### src/rtl/mux_nt1_rr_pkg.sv
// mux_nt1_pkg: shared constants and helpers for the N:1 registered multiplexer.
//   MODE_SEL / MODE_RR : values of the mode input
//   GRANT_CNT_W        : width of the optional accepted-transfer counter
//   clog2()            : index width helper, never returns less than 1
package mux_nt1_pkg;

   localparam logic MODE_SEL = 1'b0;
   localparam logic MODE_RR  = 1'b1;

   localparam int GRANT_CNT_W = 16;

   // Bits needed to index n items; a single-bit index is the floor so that
   // select ports never collapse to zero width.
   function automatic int clog2(input int n);
      int r;
      r = 0;
      for (int k = 0; k < 31; k++) begin
         if ((1 << r) < n) begin
            r = r + 1;
         end
      end
      return (r < 1) ? 1 : r;
   endfunction

endpackage

### src/rtl/mux_nt1_rr_arbiter.sv
// rr_arbiter: combinational round-robin arbiter.
//   req       in  NCH   request vector
//   last      in  SELW  most recently granted index; search starts at last+1
//   gnt       out SELW  granted index (0 when gnt_valid is low)
//   gnt_valid out 1     at least one request is active
module rr_arbiter
   import mux_nt1_pkg::*;
#(
   parameter  int NCH  = 4,
   localparam int SELW = clog2(NCH)
) (
   input  logic [NCH-1:0]  req,
   input  logic [SELW-1:0] last,
   output logic [SELW-1:0] gnt,
   output logic            gnt_valid
);

   // Walk offsets 1..NCH from the pointer; the first hit wins. Offset NCH
   // wraps back onto last itself, so a lone requester that was just served
   // is still granted again.
   always_comb begin : search
      int idx;
      gnt       = '0;
      gnt_valid = 1'b0;
      idx       = 0;
      for (int k = 1; k <= NCH; k++) begin
         idx = (int'(last) + k) % NCH;
         if (!gnt_valid && req[SELW'(idx)]) begin
            gnt_valid = 1'b1;
            gnt       = SELW'(idx);
         end
      end
   end

endmodule

### src/rtl/mux_nt1_rr.sv
// mux_nt1_rr: parametrised NCH-channel, WIDTH-bit registered multiplexer with
// valid/ready on every input and a single-entry registered output stage.
//
// Ports:
//   clk        in  1          rising-edge clock
//   rst        in  1          synchronous reset, active-high
//   mode       in  1          MODE_SEL = explicit select, MODE_RR = round-robin
//   sel        in  SELW       channel index used in MODE_SEL
//   in_valid   in  NCH        per-channel valid
//   in_data    in  NCH*WIDTH  channel i at [i*WIDTH +: WIDTH]
//   in_ready   out NCH        per-channel accept strobe (combinational)
//   out_valid  out 1          output register holds a word
//   out_data   out WIDTH      registered data
//   out_ch     out SELW       channel that produced out_data
//   grant_cnt  out 16         accepted-transfer count, saturating
//                             (only with MUX_NT1_GRANT_CNT_EN defined)
//   out_ready  in  1          consumer accepts the word
//
// Build option: define MUX_NT1_GRANT_CNT_EN to add the grant_cnt port.
module mux_nt1_rr
   import mux_nt1_pkg::*;
#(
   parameter  int WIDTH = 4,
   parameter  int NCH   = 4,
   localparam int SELW  = clog2(NCH)
) (
   input  logic                   clk,
   input  logic                   rst,
   input  logic                   mode,
   input  logic [SELW-1:0]        sel,
   input  logic [NCH-1:0]         in_valid,
   input  logic [NCH*WIDTH-1:0]   in_data,
   output logic [NCH-1:0]         in_ready,
   output logic                   out_valid,
   output logic [WIDTH-1:0]       out_data,
   output logic [SELW-1:0]        out_ch,
`ifdef MUX_NT1_GRANT_CNT_EN
   output logic [GRANT_CNT_W-1:0] grant_cnt,
`endif
   input  logic                   out_ready
);

   logic [WIDTH-1:0] ch_data [NCH];

   logic             out_valid_reg;
   logic [WIDTH-1:0] out_data_reg;
   logic [SELW-1:0]  out_ch_reg;
   logic [SELW-1:0]  last_reg;

   logic             load_en;
   logic             sel_hit;
   logic [SELW-1:0]  rr_gnt;
   logic             rr_valid;
   logic [SELW-1:0]  gnt;
   logic             grant_valid;
   logic             accept;

   // Unpack the flat data bus and build one ready strobe per channel.
   generate
      for (genvar gi = 0; gi < NCH; gi++) begin : g_ch
         assign ch_data[gi]  = in_data[gi*WIDTH +: WIDTH];
         assign in_ready[gi] = accept && (gnt == SELW'(gi));
      end
   endgenerate

   rr_arbiter #(
      .NCH (NCH)
   ) u_arb (
      .req       (in_valid),
      .last      (last_reg),
      .gnt       (rr_gnt),
      .gnt_valid (rr_valid)
   );

   // The output register can take a new word when empty or being drained
   // this cycle, which gives back-to-back transfers without a bubble.
   assign load_en = !out_valid_reg || out_ready;

   // An out-of-range select is simply no grant; the range test is kept so
   // non-power-of-two channel counts never index past in_valid.
   always_comb begin
      sel_hit = 1'b0;
      if (int'(sel) < NCH) begin
         sel_hit = in_valid[sel];
      end
   end

   always_comb begin
      gnt         = sel;
      grant_valid = sel_hit;
      if (mode == MODE_RR) begin
         gnt         = rr_gnt;
         grant_valid = rr_valid;
      end
   end

   // Nothing is accepted while reset is held, so no source sees a handshake
   // for a word that reset would discard.
   assign accept = !rst && load_en && grant_valid;

   always_ff @(posedge clk) begin
      if (rst) begin
         out_valid_reg <= 1'b0;
         out_data_reg  <= '0;
         out_ch_reg    <= '0;
         last_reg      <= SELW'(NCH - 1);
      end else if (load_en) begin
         if (grant_valid) begin
            out_valid_reg <= 1'b1;
            out_data_reg  <= ch_data[gnt];
            out_ch_reg    <= gnt;
            // Explicit-select traffic leaves the fairness pointer alone so
            // round-robin resumes where it left off.
            if (mode == MODE_RR) begin
               last_reg <= gnt;
            end
         end else begin
            out_valid_reg <= 1'b0;
         end
      end
   end

   assign out_valid = out_valid_reg;
   assign out_data  = out_data_reg;
   assign out_ch    = out_ch_reg;

`ifdef MUX_NT1_GRANT_CNT_EN
   logic [GRANT_CNT_W-1:0] grant_cnt_reg;

   always_ff @(posedge clk) begin
      if (rst) begin
         grant_cnt_reg <= '0;
      end else if (accept && (grant_cnt_reg != {GRANT_CNT_W{1'b1}})) begin
         grant_cnt_reg <= grant_cnt_reg + GRANT_CNT_W'(1);
      end
   end

   assign grant_cnt = grant_cnt_reg;
`endif

endmodule

### config.mk
export PLATFORM = sky130hd
export DESIGN_NAME = mux_nt1_rr
export DESIGN_NICKNAME = d
export VERILOG_FILES = /design/src/rtl/mux_nt1_rr_pkg.sv /design/src/rtl/mux_nt1_rr_arbiter.sv /design/src/rtl/mux_nt1_rr.sv
export SDC_FILE = /design/constraint.sdc
export NUM_CORES = 1
export LEC_CHECK = 0
export ABC_AREA = 1
export CAP_MARGIN = 40
export CELL_PAD_IN_SITES_DETAIL_PLACEMENT = 1
export CELL_PAD_IN_SITES_GLOBAL_PLACEMENT = 2
export CORE_MARGIN = 5
export CORE_UTILIZATION = 19
export CTS_CLUSTER_DIAMETER = 60
export DETAILED_ROUTE_END_ITERATION = 12
export PLACE_DENSITY_LB_ADDON = 0.2
export REMOVE_ABC_BUFFERS = 1
export SLEW_MARGIN = 20
export SYNTH_ARGS = -nofsm -noshare
export SYNTH_HDL_FRONTEND = slang
export SYNTH_HIERARCHICAL = 1
export SYNTH_SLANG_ARGS = --single-unit
### constraint.sdc
create_clock -name clk -period 3.25 [get_ports clk]
set_input_delay 0.975 -clock clk [delete_from_list [all_inputs] [get_ports clk]]
set_output_delay 0.975 -clock clk [all_outputs]
set_load 0.005 [all_outputs]
==> metrics.txt <==
status=finished with violations; failing checks=setup timing; worst vdd rail ir drop=0.000118 V; n_diodes=0; final worst path period need=3.27 ns; GRT Overall Usage=0.119; total clock buffers created by CTS=3; antenna-violating nets left=0; Area Growth Syn to Fin=100%; Cell Pwr Density=414 mW/mm2; worst relative slew slack=0.830; top-level port count=37; LEAKAGE=0.000921 uW; HPWL after DPL=2.94 mm; commonest non-fill, non-tap cell in the layout=nand2_1; vias in the first global route=1352; asr flop ratio synth=0; # DRC=0; nets@finish=262; cell mode on critical path=nand3_2; Worst setup SP type=input pin; Post-CTS Hold Fix Bufs=0; crit-path cells=buf_8, nand2_4, nand3_2, nand2_2, inv_2, nand3_2, nand3_2, or2_1, o21ai_4, inv_2, nor3_4, buf_2; port bufs=36; worst min path class=reg -> reg; CTS sink cnt=9; vias per cell=4.43; critical path class=in -> out; die width=77.9 um; Crit path arrival time=2.30 ns; Tcrit/Tclk final=1.01; cell total after placement=275; total power draw=726 uW; Mean Syn Cell Area=5.34 um2; Post-Syn Area=876 um2; Setup WS pre-CTS=-1.01 ns; max-cap violation count=0; final wirelength=3.64 mm; Setup WS post-layout=-0.0202 ns; first-pass GRT wire length=5.97 mm; largest net degree at the start of global routing=9; Design Area, Final=0.00176 mm2; Seq/Total Area, Yosys=0.206; most frequent cells in the layout=nand2_1, buf_4, clkdlybuf4s50_1, inv_1, nor2_1; clk root buf=clkbuf_8; Yosys cell types=19; max-slew violation count=0; RSZ-0062 raised after global routing=yes; gp weighted congestion=0.763; H-tree Lvls=1; antenna violations before repair=0; register-to-register setup slack=1.01 ns; slowest CP cell=or2_1; slowest stage delay, CP=0.25 ns; Worst-Margin Slew=0.255 ns; routed vias=1270; Cell Area, Placed=0.00147 mm2; WP data required=2.27 ns; Site Rows=24; Die ar.=0.00607 mm2; Worst-path clk slew=0.05 ns; die span in y=77.9 um; Clk Latency, worst-skew pair=0.23 ns; critical path peak fanout=4; max reg flops=4; Initial DRC Count=26; Post-synth EDFFs=0; Yosys reg bits=9; ys flop type=dfxtp_1; clock skew=0.00137 ns; Yosys warning count=6; TritonCTS clock tree=done; Initial DRT Pass Iterations=2; Final Non-Filler Cells=287; Hold Fails Final Rpt=0; routed length per instance=12.7 um; Max clock buf depth=2; initial cell density of the core=0.198; Hold WS=0.494 ns; Post-Synthesis Cells=164; gr ovfl total=0; layout cells sized above 1=0.362; FMAX=306 MHz; core area=0.00441 mm2; crit end category=output port; final setup fails=2
## synth_stat cells, types with 2 or more instances
cell | n | area, um2
nand2_1 | 78 | 293
inv_1 | 17 | 63.8
nand3_1 | 16 | 80.1
nor2_1 | 13 | 48.8
dfxtp_1 | 9 | 180
a21oi_1 | 6 | 30.0
nor3_1 | 4 | 20.0
nand2_2 | 3 | 18.8
nand2_4 | 3 | 33.8
nand4_1 | 3 | 18.8
o21ai_0 | 3 | 15.0
inv_2 | 2 | 7.51
## repair_timing
| action | in CTS | in global routing |
|---|---|---|
| resized for setup | 71 | 18 |
| pin swaps | 19 | 13 |
| setup endpoints to repair | 4 | 4 |
| setup buffers | 5 | 3 |
## worst max-delay path: cells and delay by family
| kind | cells | cell delay (ns) |
|---|---|---|
| buffers and inverters | 4 | 0.39 |
| and+or+nand+nor | 7 | 0.83 |
| AOI/OAI and AO/OA | 1 | 0.10 |
## metrics by stage
stage / TNS [ns] / util
detailed placement: -3.89 / 0.334
CTS: -0.0775 / 0.375
floorplan: 0 / -
global route: -0.413 / 0.398
finish: -0.0394 / 0.398
global placement: -3.72 / 0.334
## where the power goes
part	switching, uW	total (uW)	internal [uW]
Clock	44.5	130	85.5
Combinational	236	457	221
Sequential	11.7	140	128
## cell families (layout without fill, tap and decap cells)
family / after synthesis / after routing / share of synthesized area
buffers and inverters: 22 / 93 / 0.109
flip-flops: 9 / 9 / 0.206
AO/OA/AOI/OAI: 11 / 11 / 0.0700
AND/OR/NAND/NOR: 122 / 122 / 0.616
## layout make-up
type                       count  area (um2)
inverter                      19        75.1
tap                           52        65.1
sequential                     9         180
multi-input combinational    133         758
clock buffer                   4        45.0
timing repair buffer          70         632
fill                         571        2660
## per-layer routing
layer / up-vias / part of all wire / GRT usage / wire (um)
met1: 588 / 0.43 / 0.128 / 1550
met3: 2 / 0.036 / 0.0301 / 133
met4: 0 / 0.0047 / 0.0253 / 17
met2: 28 / 0.53 / 0.232 / 1940
li1: 652 / - / - / -
met5: - / 0 / 0 / 0
## path summary, 6_finish.rpt
check         startpoint          end  cells past startpoint
max reg2reg  last_reg[0]  out_data[2]                     16
max          in_valid[3]  in_ready[0]                     12
min            out_ch[0]    out_ch[0]                      2
min reg2reg    out_ch[0]    out_ch[0]                      2
No activity file was read; power rests on OpenSTA's default activity.
